--- config.mk ---
export PLATFORM = sky130hd
export DESIGN_NAME = compensation_weight_generator
export DESIGN_NICKNAME = d
export VERILOG_FILES = /design/src/rtl/compensation_weight_generator_pkg.sv /design/src/rtl/comp_slot_counter.sv /design/src/rtl/compensation_weight_generator.sv
export SDC_FILE = /design/constraint.sdc
export NUM_CORES = 1
export LEC_CHECK = 0
export BUFFER_PORTS_ARGS = -buffer_cell sky130_fd_sc_hd__buf_2
export CAP_MARGIN = 10
export CORE_ASPECT_RATIO = 1.25
export CORE_MARGIN = 2
export CORE_UTILIZATION = 56
export DETAILED_ROUTE_END_ITERATION = 16
export PLACE_DENSITY = 0.83
export SLEW_MARGIN = 20
export SYNTH_ARGS = -nofsm -noshare
export SYNTH_HDL_FRONTEND = slang
export SYNTH_SLANG_ARGS = --single-unit
--- constraint.sdc ---
create_clock -name clk -period 3.3 [get_ports clk]
set_input_delay 0.99 -clock clk [delete_from_list [all_inputs] [get_ports clk]]
set_output_delay 0.99 -clock clk [all_outputs]
set_load 0.01 [all_outputs]
--- src/rtl/compensation_weight_generator_pkg.sv ---
// Shared definitions for the compensation weight generator and the
// compensation memory it feeds: array geometry, weight split widths,
// slot-group sizing and the load FSM state encoding.
package compensation_weight_generator_pkg;

  localparam int SIZE       = 8;  // rows per column and number of columns
  localparam int W_WIDTH    = 8;  // raw weight width
  localparam int COMP_WIDTH = 3;  // residual (low bits) width
  localparam int MAX_COMP   = 3;  // compensation slots per column downstream

  localparam int TRUNC_WIDTH     = W_WIDTH - COMP_WIDTH;
  localparam int SLOT_GROUP_SIZE = SIZE * MAX_COMP;  // total downstream slots
  localparam int IDX_WIDTH       = $clog2(SIZE);
  localparam int SLOT_CNT_WIDTH  = $clog2(MAX_COMP + 1);

  localparam logic [IDX_WIDTH-1:0]      LAST_IDX  = IDX_WIDTH'(SIZE - 1);
  localparam logic [SLOT_CNT_WIDTH-1:0] SLOT_FULL = SLOT_CNT_WIDTH'(MAX_COMP);

  typedef enum logic [1:0] {
    ST_IDLE = 2'd0,
    ST_RUN  = 2'd1,
    ST_DONE = 2'd2
  } state_t;

endpackage

--- src/rtl/comp_slot_counter.sv ---
// Per-column residual slot counter. Tracks how many compensation values the
// current column has already emitted and decides, for each transfer, whether
// a nonzero residual is emitted or dropped, and whether the column-end
// change_col must be suppressed because the downstream index is already
// aligned to the next slot group.
//
// Ports:
//   clk, rst         clock, asynchronous active-low reset
//   clear            start of a new load; empties the counter
//   fire             a weight is transferred this cycle
//   nonzero          residual of the transferred weight is nonzero
//   col_end          transferred weight is the last row of its column
//   emit             store this residual downstream
//   drop             discard this residual (column full)
//   suppress_change  column already used all slots; no change_col needed
module comp_slot_counter
  import compensation_weight_generator_pkg::*;
(
  input  logic clk,
  input  logic rst,
  input  logic clear,
  input  logic fire,
  input  logic nonzero,
  input  logic col_end,
  output logic emit,
  output logic drop,
  output logic suppress_change
);

  logic [SLOT_CNT_WIDTH-1:0] comp_cnt;
  logic                      full;

  assign full            = (comp_cnt == SLOT_FULL);
  assign emit            = fire & nonzero & ~full;
  assign drop            = fire & nonzero & full;
  assign suppress_change = full;

  // NOTE: state registers use non-blocking assignments so every flop samples
  // pre-edge values regardless of process ordering.
  always_ff @(posedge clk or negedge rst) begin
    if (!rst) begin
      comp_cnt <= '0;
    end else if (clear) begin
      comp_cnt <= '0;
    end else if (fire) begin
      if (col_end)
        comp_cnt <= '0;
      else if (emit)
        comp_cnt <= comp_cnt + SLOT_CNT_WIDTH'(1);
    end
  end

endmodule

--- src/rtl/compensation_weight_generator.sv ---
// Compensation weight generator: accepts a SIZE*SIZE column-major weight
// stream, forwards the truncated high bits to the main weight path and emits
// nonzero low-bit residuals (at most MAX_COMP per column) to the compensation
// memory, along with column-change and done controls that keep the memory's
// write index aligned to MAX_COMP-slot groups. All outputs are registered,
// one cycle after the transfer.
//
// Ports:
//   clk, rst                clock, asynchronous active-low reset
//   start                   pulse; begins a new load (ignored while loading)
//   in_weight/_valid/_ready raw weight stream handshake
//   out_Weight/_valid       truncated weight, in_weight[W_WIDTH-1:COMP_WIDTH]
//   Compensation_Weight     residual, in_weight[COMP_WIDTH-1:0]
//   out_Compensation_valid  residual is to be stored
//   change_col              advance downstream index to next slot group
//   done                    load complete (level)
//   drop_cnt                saturating count of residuals lost to full columns
module compensation_weight_generator
  import compensation_weight_generator_pkg::*;
(
  input  logic                   clk,
  input  logic                   rst,
  input  logic                   start,
  input  logic [W_WIDTH-1:0]     in_weight,
  input  logic                   in_weight_valid,
  output logic                   in_weight_ready,
  output logic [TRUNC_WIDTH-1:0] out_Weight,
  output logic                   out_Weight_valid,
  output logic [COMP_WIDTH-1:0]  Compensation_Weight,
  output logic                   out_Compensation_valid,
  output logic                   change_col,
  output logic                   done,
  output logic [7:0]             drop_cnt
);

  state_t               state, next_state;
  logic [IDX_WIDTH-1:0] row_cnt, col_cnt;
  logic                 fire, col_end, last_xfer, start_load;
  logic                 emit, drop, suppress_change;

  assign fire       = (state == ST_RUN) & in_weight_valid;
  assign col_end    = (row_cnt == LAST_IDX);
  assign last_xfer  = fire & col_end & (col_cnt == LAST_IDX);
  assign start_load = start & (state != ST_RUN);

  always_ff @(posedge clk or negedge rst) begin
    if (!rst) state <= ST_IDLE;
    else      state <= next_state;
  end

  // NOTE: every signal driven here gets a default first, so no path through
  // the case statement can leave it unassigned and infer a latch.
  always_comb begin
    next_state      = state;
    in_weight_ready = 1'b0;
    case (state)
      ST_IDLE: if (start) next_state = ST_RUN;
      ST_RUN: begin
        in_weight_ready = 1'b1;
        if (last_xfer) next_state = ST_DONE;
      end
      ST_DONE: if (start) next_state = ST_RUN;
      default: next_state = ST_IDLE;
    endcase
  end

  always_ff @(posedge clk or negedge rst) begin
    if (!rst) begin
      row_cnt <= '0;
      col_cnt <= '0;
    end else if (start_load) begin
      row_cnt <= '0;
      col_cnt <= '0;
    end else if (fire) begin
      if (col_end) begin
        row_cnt <= '0;
        col_cnt <= col_cnt + IDX_WIDTH'(1);
      end else begin
        row_cnt <= row_cnt + IDX_WIDTH'(1);
      end
    end
  end

  comp_slot_counter u_slot_counter (
    .clk             (clk),
    .rst             (rst),
    .clear           (start_load),
    .fire            (fire),
    .nonzero         (|in_weight[COMP_WIDTH-1:0]),
    .col_end         (col_end),
    .emit            (emit),
    .drop            (drop),
    .suppress_change (suppress_change)
  );

  always_ff @(posedge clk or negedge rst) begin
    if (!rst) begin
      out_Weight             <= '0;
      Compensation_Weight    <= '0;
      out_Weight_valid       <= 1'b0;
      out_Compensation_valid <= 1'b0;
      change_col             <= 1'b0;
      drop_cnt               <= '0;
      done                   <= 1'b0;
    end else begin
      out_Weight_valid       <= fire;
      out_Compensation_valid <= emit;
      // A full column already left the downstream index on the next group
      // boundary; another change_col would skip a whole slot group.
      change_col             <= fire & col_end & ~suppress_change;
      // Data outputs hold between transfers.
      if (fire) begin
        out_Weight          <= in_weight[W_WIDTH-1:COMP_WIDTH];
        Compensation_Weight <= in_weight[COMP_WIDTH-1:0];
      end
      if (start_load)
        drop_cnt <= '0;
      else if (drop && drop_cnt != 8'hFF)
        drop_cnt <= drop_cnt + 8'd1;
      // done rises one cycle after the final outputs so the last store is
      // never masked, and falls in the cycle after a restart.
      done <= (state == ST_DONE) & ~start;
    end
  end

endmodule

==> metrics.csv <==
metric;value;unit
fp.dieW;48.9;µm
final_cells;207;
max-vdd-ir-drop;378;µV
ys.flop_type;dfrtp_1;
clk_latency;0.33;ns
cts_tree;yes;
tightest_slew;0.649;ns
synth_area_leaders;dfrtp_1 53%, nand2_1 9.0%, ha_1 5.3%;
required;3.52;ns
hold_buffers;0;
synthesis.area;1410;µm²
fin_crit_sh;64.8;%
cpMaxStageDelayCell;nand3b_1;
finalHoldViolCount;0;
cap_violations;0;
io_buffers;32;
rsz0062_at_grt;false;
holdWs;0.474;ns
ant_nets;0;
antenna_found_initial;0;
max_freq;467;MHz
routabilityCongestion;0.813;
final_cell_area;1650;µm²
antenna_cells;0;
grt_max_degree;31;
grt.total_usage;22.4;%
cts_resized;0;
post_cts_buffers;0;
final_nets;192;
crit_type;primary input to flop;
drc_errors;0;
finalPower;0.000962;W
vias;1140;
htree_levels;2;
grt_pass1_vias;1042;
synth-edff-count;0;
min_from;Compensation_Weight[1];
synth_common_cells;34 x nand2_1, 30 x dfrtp_1, 6 x ha_1, 6 x nand3_1, 5 x nor2_1;
path_cells;buf_2, nand3b_1, inv_1, nand3_1, nor2_1, a221o_1;
ctsRootBufferMaster;clkbuf_4;
post_dp_cell_area;1600;µm²
critical_path.startpoint_type;primary input;
cts.sinks;30;
wirelength;2830;µm
detail_route.wl_per_cell;13.7;µm
setup_violations;0;
initial_utilization;58.8;%
clock-skew-final;0.0119;ns
syn_nets;156;
dieHeight;60.1;µm
gr-total-overflow;0;
rows;20;
outcome;finished clean;
finalWorstPathRequiredPeriod;2.14;ns
avgSynthCellArea;10.2;µm²
avgViaCountPerCell;5.51;
ys_seq_elements;30;
hold_path.class;flop to flop;
cts_buffer_depth;2;
syn_to_final_growth;16.6;%
synth_most_common_cell;nand2_1;
ys_warn_count;0;
pwr_density_cell;585;nW/µm²
coreArea;2400;µm²
async_flop_share;100;%
finalMaxSlewViolations;0;
max_slew_margin;56.7;%
critical_path.startpoint;in_weight_valid;
grt_pass1_wl;4810;µm
finalSetupTns;0;ns
dp_cells;200;
firstDrtPassIters;4;
r2r-start;state[1];
synth_top_area_share;53.2;%
cp_max_fo;13;
dieArea;2940;µm²
synthCells;138;
dp_hpwl;2060;µm
p_leak;0.841;nW
drt_iter0_drc;49;
critPathMaxStageDelay;0.39;ns
cts_buffers;5;
critPathBufInv;2;
setup.worst_path.end_class;flop;
io-pin-count;33;
synth_largest_area_cell;dfrtp_1;
layout-drive-gt1-share;26.4;%
yosysSeqAreaShare;53.2;%
cpLargestDelayFamily;simple AND/OR/NAND/NOR gates;
ys_types;39;
arrival;2.36;ns
cts.clk_slew.worst_paths;0.09;ns
[logic make-up after synthesis]
group / count (synthesis) / synth area share, %
AOI/OAI and AO/OA: 20 / 11.1
xor gates and xnor gates: 2 / 1.24
adders and majority gates: 6 / 5.32
buffers and inverters: 8 / 2.48
DFF: 30 / 53.2
muxes: 3 / 2.30
and+or+nand+nor: 69 / 24.4
[power breakdown]
group          switching [W]  leakage (nW)  total [W]  internal [W]
combinational       0.000136         0.436   0.000258      0.000122
clock               0.000113        0.0254   0.000193     0.0000801
sequential         0.0000683         0.380   0.000511      0.000442
[placed cells by master (no fill, tap or decap), drive strengths merged]
master and count:
nor4 3, a22o 1, nand3b 1, a21oi 4, nor2 5, a211oi 1
o311ai 1, clkbuf 7, a221o 3, dfrtp 30, and4 1, a211o 1
a31oi 2, mux2i 1, ha 6, and2 3, o21ai 3, a32o 1
buf 33, nand2b 1, nor3b 1, and3 4, or3 3, mux2 2
nand2 34, nor3 5, a21o 2, nand4 1, a31o 1, xor2 1
xnor2 1, inv 4, nand3 7
[worst register-to-register path, delay by kind of cell, from the launching register on]
family                 cells  cell delay [ns]
and+or+nand+nor            3             0.98
muxes                      1             0.22
buffers and inverters      1             0.23
DFF                        1             0.41
[final cells by class]
type	count	area (µm²)
fillers	188	757
repair buffers	33	168
flip-flops and latches	30	751
clock buffers	7	45.0
multi-input cells	100	626
inverters	4	15.0
well taps	33	41.3
[through the flow]
stage	utilization (%)	worst slack, ns
6_report	68.5	1.16
2_1_floorplan	-	1.20
3_5_place_dp	66.6	0.817
5_1_grt	68.5	0.966
4_1_cts	68.5	1.18
3_3_place_gp	66.6	0.891
[path summary, 6_finish.rpt]
| kind | endpoint | cells past startpoint | slack, ns |
|---|---|---|---|
| worst max-delay path | drop_cnt[5] | 6 | 1.16 |
| worst min-delay path | Compensation_Weight[1] | 2 | 0.47 |
| worst max register to register | drop_cnt[0] | 5 | 1.41 |
| worst min register to register | Compensation_Weight[1] | 2 | 0.47 |
| max in group asynchronous | out_Compensation_valid | 1 | 2.19 |
| min in group asynchronous | drop_cnt[2] | 1 | 0.68 |
[flip-flops by register name, indices dropped and copies added, names as in the netlist]
signal and cells:
drop_cnt 8, out_Weight 5, Compensation_Weight 3, col_cnt 3
row_cnt 3, state 2, u_slot_counter.comp_cnt 2, change_col 1
done 1, out_Compensation_valid 1, out_Weight_valid 1
[per-layer routing]
layer	routed length [µm]	global-route usage (%)
met1	1170	25.3
met2	1440	38.4
met3	168	6.50
met4	55	12.7
met5	0	0
Note: power is estimated with default switching activity, not from simulation.
